### config.mk
export PLATFORM = sky130hd
export DESIGN_NAME = serial_subtractor_flat
export DESIGN_NICKNAME = d
export VERILOG_FILES = /design/src/rtl/serial_sub_pkg.sv /design/src/rtl/serial_sub_if.sv /design/src/rtl/full_subtractor_cell.sv /design/src/rtl/serial_subtractor.sv /design/src/flat_wrapper.sv
export SDC_FILE = /design/constraint.sdc
export NUM_CORES = 1
export LEC_CHECK = 0
export ABC_AREA = 1
export CAP_MARGIN = 30
export CORE_UTILIZATION = 44
export CTS_CLUSTER_DIAMETER = 120
export DETAILED_ROUTE_END_ITERATION = 16
export PLACE_DENSITY = 0.69
export SLEW_MARGIN = 20
export SYNTH_ARGS = -nofsm -noshare
export SYNTH_HDL_FRONTEND = slang
export SYNTH_SLANG_ARGS = --single-unit
### constraint.sdc
create_clock -name clk -period 1.8 [get_ports clk]
set_input_delay 0.36 -clock clk [delete_from_list [all_inputs] [get_ports clk]]
set_output_delay 0.36 -clock clk [all_outputs]
set_load 0.02 [all_outputs]
### src/rtl/serial_sub_pkg.sv
// Shared types and defaults for the bit-serial subtractor.
package serial_sub_pkg;
  localparam int SUB_W = 8;

  typedef enum logic [1:0] {
    IDLE  = 2'd0,
    SHIFT = 2'd1,
    DONE  = 2'd2
  } state_e;
endpackage

### src/rtl/serial_sub_if.sv
// Start/done handshake bundle for serial_subtractor; ovf exists only with SERIAL_SUB_OVF_EN.
interface serial_sub_if #(parameter int N = serial_sub_pkg::SUB_W);
  logic         start;
  logic [N-1:0] a;
  logic [N-1:0] b;
  logic         bin;
  logic         busy;
  logic         done;
  logic [N-1:0] diff;
  logic         bout;
`ifdef SERIAL_SUB_OVF_EN
  logic         ovf;

  modport master (output start, a, b, bin, input busy, done, diff, bout, ovf);
  modport slave  (input start, a, b, bin, output busy, done, diff, bout, ovf);
`else
  modport master (output start, a, b, bin, input busy, done, diff, bout);
  modport slave  (input start, a, b, bin, output busy, done, diff, bout);
`endif
endinterface

### src/rtl/full_subtractor_cell.sv
// Gate-level full subtractor: d = x - y - bi, bo = borrow out.
module full_subtractor_cell (
  output wire d,
  output wire bo,
  input  wire x,
  input  wire y,
  input  wire bi
);
  wire x_xor_y;
  wire x_n;
  wire xy_n;
  wire t_xy;
  wire t_bi;

  xor g_x0 (x_xor_y, x, y);
  xor g_x1 (d, x_xor_y, bi);
  not g_n0 (x_n, x);
  not g_n1 (xy_n, x_xor_y);
  and g_a0 (t_xy, x_n, y);
  and g_a1 (t_bi, xy_n, bi);
  or  g_o0 (bo, t_xy, t_bi);
endmodule

### src/rtl/serial_subtractor.sv
// Bit-serial N-bit subtractor, LSB first, one bit per clock with borrow flop.
// SERIAL_SUB_OVF_EN adds a registered signed-overflow output.
module serial_subtractor
  import serial_sub_pkg::*;
#(
  parameter int N  = SUB_W,
  parameter int CW = $clog2(N)
) (
  input  logic        clk,
  input  logic        rst,
  serial_sub_if.slave io
);
  state_e         state_q, state_d;
  logic [CW-1:0]  cnt_q, cnt_d;
  logic [N-1:0]   a_q, a_d;
  logic [N-1:0]   b_q, b_d;
  logic           br_q, br_d;
  logic [N-1:0]   diff_q, diff_d;
  logic           bout_q, bout_d;
`ifdef SERIAL_SUB_OVF_EN
  logic           ovf_q, ovf_d;
`endif

  logic d_bit;
  logic nb;

  full_subtractor_cell u_cell (
    .d  (d_bit),
    .bo (nb),
    .x  (a_q[0]),
    .y  (b_q[0]),
    .bi (br_q)
  );

  always_comb begin
    state_d = state_q;
    cnt_d   = cnt_q;
    a_d     = a_q;
    b_d     = b_q;
    br_d    = br_q;
    diff_d  = diff_q;
    bout_d  = bout_q;
`ifdef SERIAL_SUB_OVF_EN
    ovf_d   = ovf_q;
`endif
    case (state_q)
      IDLE, DONE: begin
        state_d = IDLE;
        if (io.start) begin
          state_d = SHIFT;
          a_d     = io.a;
          b_d     = io.b;
          br_d    = io.bin;
          cnt_d   = '0;
          diff_d  = '0;
          bout_d  = 1'b0;
`ifdef SERIAL_SUB_OVF_EN
          ovf_d   = 1'b0;
`endif
        end
      end
      SHIFT: begin
        a_d    = a_q >> 1;
        b_d    = b_q >> 1;
        br_d   = nb;
        diff_d = {d_bit, diff_q[N-1:1]};
        cnt_d  = cnt_q + CW'(1);
        if (cnt_q == CW'(N-1)) begin
          state_d = DONE;
          bout_d  = nb;
`ifdef SERIAL_SUB_OVF_EN
          // br_q is the borrow into the MSB stage on the last shift
          ovf_d   = br_q ^ nb;
`endif
        end
      end
      default: state_d = IDLE;
    endcase
  end

  always_ff @(posedge clk) begin
    if (rst) begin
      state_q <= IDLE;
      cnt_q   <= '0;
      a_q     <= '0;
      b_q     <= '0;
      br_q    <= 1'b0;
      diff_q  <= '0;
      bout_q  <= 1'b0;
`ifdef SERIAL_SUB_OVF_EN
      ovf_q   <= 1'b0;
`endif
    end else begin
      state_q <= state_d;
      cnt_q   <= cnt_d;
      a_q     <= a_d;
      b_q     <= b_d;
      br_q    <= br_d;
      diff_q  <= diff_d;
      bout_q  <= bout_d;
`ifdef SERIAL_SUB_OVF_EN
      ovf_q   <= ovf_d;
`endif
    end
  end

  assign io.busy = (state_q == SHIFT);
  assign io.done = (state_q == DONE);
  assign io.diff = diff_q;
  assign io.bout = bout_q;
`ifdef SERIAL_SUB_OVF_EN
  assign io.ovf  = ovf_q;
`endif
endmodule

### src/flat_wrapper.sv
// flat-port wrapper written by rule: the top's interface ports become plain ports
module serial_subtractor_flat import serial_sub_pkg::*;
#(
  parameter int N  = SUB_W,
  parameter int CW = $clog2(N)
)
  (clk, rst, io_start, io_a, io_b, io_bin, io_busy, io_done, io_diff, io_bout);
  serial_sub_if #(.N(N)) io_i ();
  input  logic clk;
  input  logic rst;
  input wire logic [$bits(io_i.start)-1:0] io_start;
  input wire logic [$bits(io_i.a)-1:0] io_a;
  input wire logic [$bits(io_i.b)-1:0] io_b;
  input wire logic [$bits(io_i.bin)-1:0] io_bin;
  output wire logic [$bits(io_i.busy)-1:0] io_busy;
  output wire logic [$bits(io_i.done)-1:0] io_done;
  output wire logic [$bits(io_i.diff)-1:0] io_diff;
  output wire logic [$bits(io_i.bout)-1:0] io_bout;
  assign io_i.start = io_start;
  assign io_i.a = io_a;
  assign io_i.b = io_b;
  assign io_i.bin = io_bin;
  assign io_busy = io_i.busy;
  assign io_done = io_i.done;
  assign io_diff = io_i.diff;
  assign io_bout = io_i.bout;
  serial_subtractor #(.N(N), .CW(CW)) u_core (.clk(clk), .rst(rst), .io(io_i));
endmodule
# Word level (Yosys, flattened, before mapping)
# Index checks and enable logic that the tools add are counted.
[classes] n_mux=16 n_bitwise=7 n_eq_ne=5 n_addsub=1 n_reduce_logical=5
[ops] cell="one-hot mux 8 bit (2 select lines)" count=3
[ops] cell="two-way mux 8 bit" count=3
[ops] cell="one-hot mux 3 bit (2 select lines)" count=1
[ops] cell="two-way mux 1 bit" count=4
[ops] cell="one-hot mux 1 bit (2 select lines)" count=2
[ops] cell="one-hot mux 2 bit (2 select lines)" count=1
[ops] cell="adder 3 x 1 -> 3 bit (second input constant)" count=1
[ops] cell="== test 3 bit (second input constant)" count=1
[ops] cell="two-way mux 3 bit" count=1
[ops] cell="AND reduction 3 bit" count=1
[ops] cell="AND 1 bit" count=2
[ops] cell="== test 2 x 1 -> 1 bit (second input constant)" count=1
[ops] cell="== test 2 bit (second input constant)" count=1
[ops] cell="zero test 2 bit" count=1
[ops] cell="two-way mux 2 bit" count=1
[ops] cell="inequality test 2 x 1 -> 1 bit (second input constant)" count=1
[ops] cell="inequality test 2 bit (second input constant)" count=1
[ops] cell="inverter 1 bit" count=2
[ops] cell="AND reduction 2 bit" count=1
[ops] cell="nonzero test 2 bit" count=1
[ops] cell="OR reduction 2 bit" count=1
[ops] cell="XOR 1 bit" count=2
[ops] cell="bitwise OR 1 bit" count=1
[word_totals] word_cells=41 out_inout_bits=11 ff_bits=31 input_bits=20

# Longest topological paths before layout
[depth] depth_word=6 depth_mapped=7 mapped_depth_nobuf=7

# By module
# A second synthesis with hierarchy kept.
[unflattened] hier_cells=193 hier_area_um2=1508.9
[by_module_without_submodules] mod="serial_subtractor" seq_area_each_um2=620.6 n_inst=1 area_per_inst_um2=1477.7 cells_each=189
[by_module_without_submodules] mod="full_subtractor_cell" seq_area_each_um2=0.0 n_inst=1 area_per_inst_um2=31.3 cells_each=4

# Worst setup path after synthesis
# OpenSTA, ideal clock, no wires.
[synth_path] path_type="register to output" start="register u_core.state_q[1]" end="output port io_done" path_stages_with_launch=4 setup_slack_ns=0.526 t_arrival_ns=0.914 path_buffers=1 t_required_ns=1.440 path_cell_list="dfxtp_1 inv_2 buf_2 nor2_1"
[synth_via] elab_chain_len=1
[synth_rtl] item="start, declared" line="serial_subtractor.sv:13" rtl="state_e state_q, state_d;"
[synth_rtl] item="start signal, assigned" line="serial_subtractor.sv:94" rtl="state_q <= state_d;"
[synth_rtl] item="== test 2 bit" line="serial_subtractor.sv:108" rtl="assign io.done = (state_q == DONE);"
[synth_rtl] item="end, declared" line="flat_wrapper.sv:16" rtl="output wire logic [$bits(io_i.done)-1:0] io_done;"
# Every way passes these cells.

# Worst setup path after layout
[layout_path] start="register u_core.diff_q[1] (netlist: u_core.io.diff[1])" end="output port io_diff[1]"
[layout_lines] item="start, declared" line="serial_subtractor.sv:18" rtl="logic [N-1:0] diff_q, diff_d;"
[layout_lines] item="start signal, assigned" line="serial_subtractor.sv:99" rtl="diff_q <= diff_d;"
[layout_lines] item="end, declared" line="flat_wrapper.sv:17" rtl="output wire logic [$bits(io_i.diff)-1:0] io_diff;"
# No word-level cell between the ends.

==> flow_metrics.tcl <==
set metrics [dict create \
    synth.avg_cell_area_um2 7.282 \
    io_pins 31 \
    path_max_fanout 3 \
    relSlewSlack_pct 75.27 \
    irDropWorstVdd_v 0.0005033 \
    yosys_warnings 0 \
    detailed_place_hpwl_um 2230 \
    routed_wirelength_um 3474 \
    floorplan.initialDensity_pct 47.87 \
    std_cell_rows 21 \
    power-per-cell-area_nw_per_um2 803.0 \
    report.final.setup_viol 0 \
    synth_seq_area_share_pct 37.38 \
    setup-tns-final_ns 0 \
    floorplan.die_area_um2 4023 \
    ys_seq_elements 31 \
    placed_cell_area_um2 1996 \
    cp_data_required_time_ns 1.44 \
    worst_r2r_path_depth 6 \
    final_critical_path_setup_slack_ns 0.1532 \
    die_y_um 63.43 \
    post_drt_via_cell_ratio 4.742 \
    routed-via-count 1451 \
    post_cts_hold_buffer_count 0 \
    grtUsageMet3_pct 4.710 \
    cts-root-buf "clkbuf_8" \
    worst_pin_slew_ns 0.3696 \
    crit_path_top_delay_cell "clkdlybuf4s50_1" \
    ctsHtreeMaxLevel 2 \
    first_iter_violations 111 \
    worst_path_largest_cell_delay_ns 0.63 \
    die_w_um 63.43 \
    synthesis.area_um2 1660 \
    grt_antenna_before_repair 0 \
    hold_violations 0 \
    grt_most_used_layer "met2" \
    clkTransAtPathRegs_ns 0.06 \
    hp-class "flop to flop" \
    dp_worst_setup_slack_ns 0.2240 \
    finalWeightedCongestion 0.8038 \
    fraction_of_layout_cells_with_a_size_suffix_above_1_pct 16.15 \
    first_global_vias 1360 \
    gr_usage_total_pct 19.40 \
    setup.worst_path.end_class "primary output" \
    path_cells "clkdlybuf4s50_1" \
    post-route-period-util_pct 91.49 \
    coreArea_um2 3468 \
    synthesis.instances 228 \
    highest_clock_rate_mhz 607.2 \
    critical_path_cell_count 1 \
    grt.met1_usage_pct 24.31 \
    unrepaired_setup_endpoints_after_global_routing "no" \
    synth_to_final_area_change_pct 25.32 \
    io_port_bufs 30 \
    clock_buffer_depth 2 \
    static-leakage-power_nw 0.9428 \
    first_pass_iters 4 \
    route.detailed.drc 0 \
    grt.met2_usage_pct 30.45 \
    num_antenna_cells 0 \
    finalMaxSlewViolations 0 \
    post-route-cell-area_um2 2081 \
    timing.max_cap.violations 0 \
    worstHoldPathCells 1 \
    cts_buf_count 5 \
    cts_num_sinks 31 \
    timing.hold.ws_ns 0.4674 \
    start_kind "flop" \
    worst-endpoint-arrival_ns 1.29 \
    ys_types 22 \
    finalCriticalPeriod_ns 1.647 \
    timing.critical_path.max_delay_family "buffers and inverters" \
    grt_pass1_wl_um 6072 \
    clk-insertion-delay-late_ns 0.29 \
    grt_overflow 0 \
    avgRoutedWirePerCell_um 11.35 \
    result_of_the_run "complete, no violations" \
    tritoncts "yes" \
    fin_skew_ns 0.003361 \
    worst-setup-path-type "flop to primary output" \
    worst-path-buf-inv 1 \
    ant_nets 0 \
    grt_max_degree 29 \
    fin_nets 283 \
    synth_fp_nets 251 \
]
## synth_stat cells
library cell  instances  share of area (%)
nand2_4               1               0.68
nor3_1               14                4.2
nand3_2              10                6.0
buf_4                 2               0.90
nand2_2               1               0.38
buf_12                1                1.2
nor2_1               19                4.3
buf_6                 4                2.7
nand3_1              32                9.6
buf_2                 7                2.1
nand3b_1              2               0.90
inv_2                 2               0.45
nand2_1              48                 11
dfxtp_1              31                 37
a21oi_1               4                1.2
nor2_4                1               0.68
ha_1                  2                1.5
fa_1                  1                1.2
inv_4                 1               0.38
inv_1                34                7.7
a21oi_2              10                5.3
o21ai_0               1               0.30
## metrics by stage
step,cells,power [mW],util [%]
after detailed placement,299,1.123,57.54
after global routing,306,1.757,59.99
after floorplan,228,1.021,-
final,306,1.671,59.99
after CTS,306,1.679,59.99
after global placement,299,1.123,57.54
## where the power goes
group	total, mW	internal (mW)	switching, mW
Sequential	0.756	0.736	0.0207
Clock	0.565	0.300	0.265
Combinational	0.350	0.155	0.195
## placed cells by master, fill, tap and decap left out, types with 2 or more instances in the layout
master	count
buf_12	2
ha_1	2
clkdlybuf4s50_1	28
inv_2	2
a21oi_1	4
a21oi_2	10
nand3_1	32
nor2_1	19
nand3_2	10
nand2_1	48
dfxtp_1	31
nand3b_1	2
buf_4	7
inv_1	34
dlygate4sd2_1	2
clkbuf_8	6
nor3_1	14
## registers in the layout (all words and copies together) (netlist names)
name            cells
u_core.a_q          8
u_core.br_q         1
u_core.cnt_q        3
u_core.state_q      2
u_core.io.diff      8
u_core.io.bout      1
u_core.b_q          8
## metal layers
| metal | vias up | part of all wire [%] |
|---|---|---|
| li1 | 773 | - |
| met1 | 640 | 48 |
| met2 | 30 | 45 |
| met3 | 8 | 4.8 |
| met4 | 0 | 2.1 |
| met5 | - | 0 |
## cell families (layout without fill, tap and decap cells)
logic type      count (synthesis)  after routing  synth area share (%)
compound gates                 15             15                 6.782
buf+inv                        51             83                 15.45
simple gates                  128            128                 37.68
fa+ha+maj                       3              3                 2.713
flops                          31             31                 37.38
## cell type report
class | count | area, um^2
Fill cell | 345 | 1388
Sequential cell | 31 | 620.6
Inverter | 37 | 141.4
Multi-Input combinational cell | 146 | 783.3
Clock buffer | 6 | 82.58
Clock inverter | 1 | 5.005
Timing Repair Buffer | 39 | 390.4
Tap cell | 46 | 57.56
## worst paths after layout
| kind | slack (ns) | end | from |
|---|---|---|---|
| max | 0.15 | io_diff[1] | u_core.io.diff[1] |
| min | 0.47 | u_core.cnt_q[0] | u_core.cnt_q[0] |
| max reg2reg | 0.36 | u_core.cnt_q[2] | u_core.state_q[1] |
| min reg2reg | 0.47 | u_core.cnt_q[0] | u_core.cnt_q[0] |
## what timing repair did
action / CTS / global route
setup endpoints to repair: 2 / 0
resized for setup: 2 / 0
setup buffers: 0 / 0
endpoints found under the hold margin: 0 / 0
(Power assumes the default switching activity.)
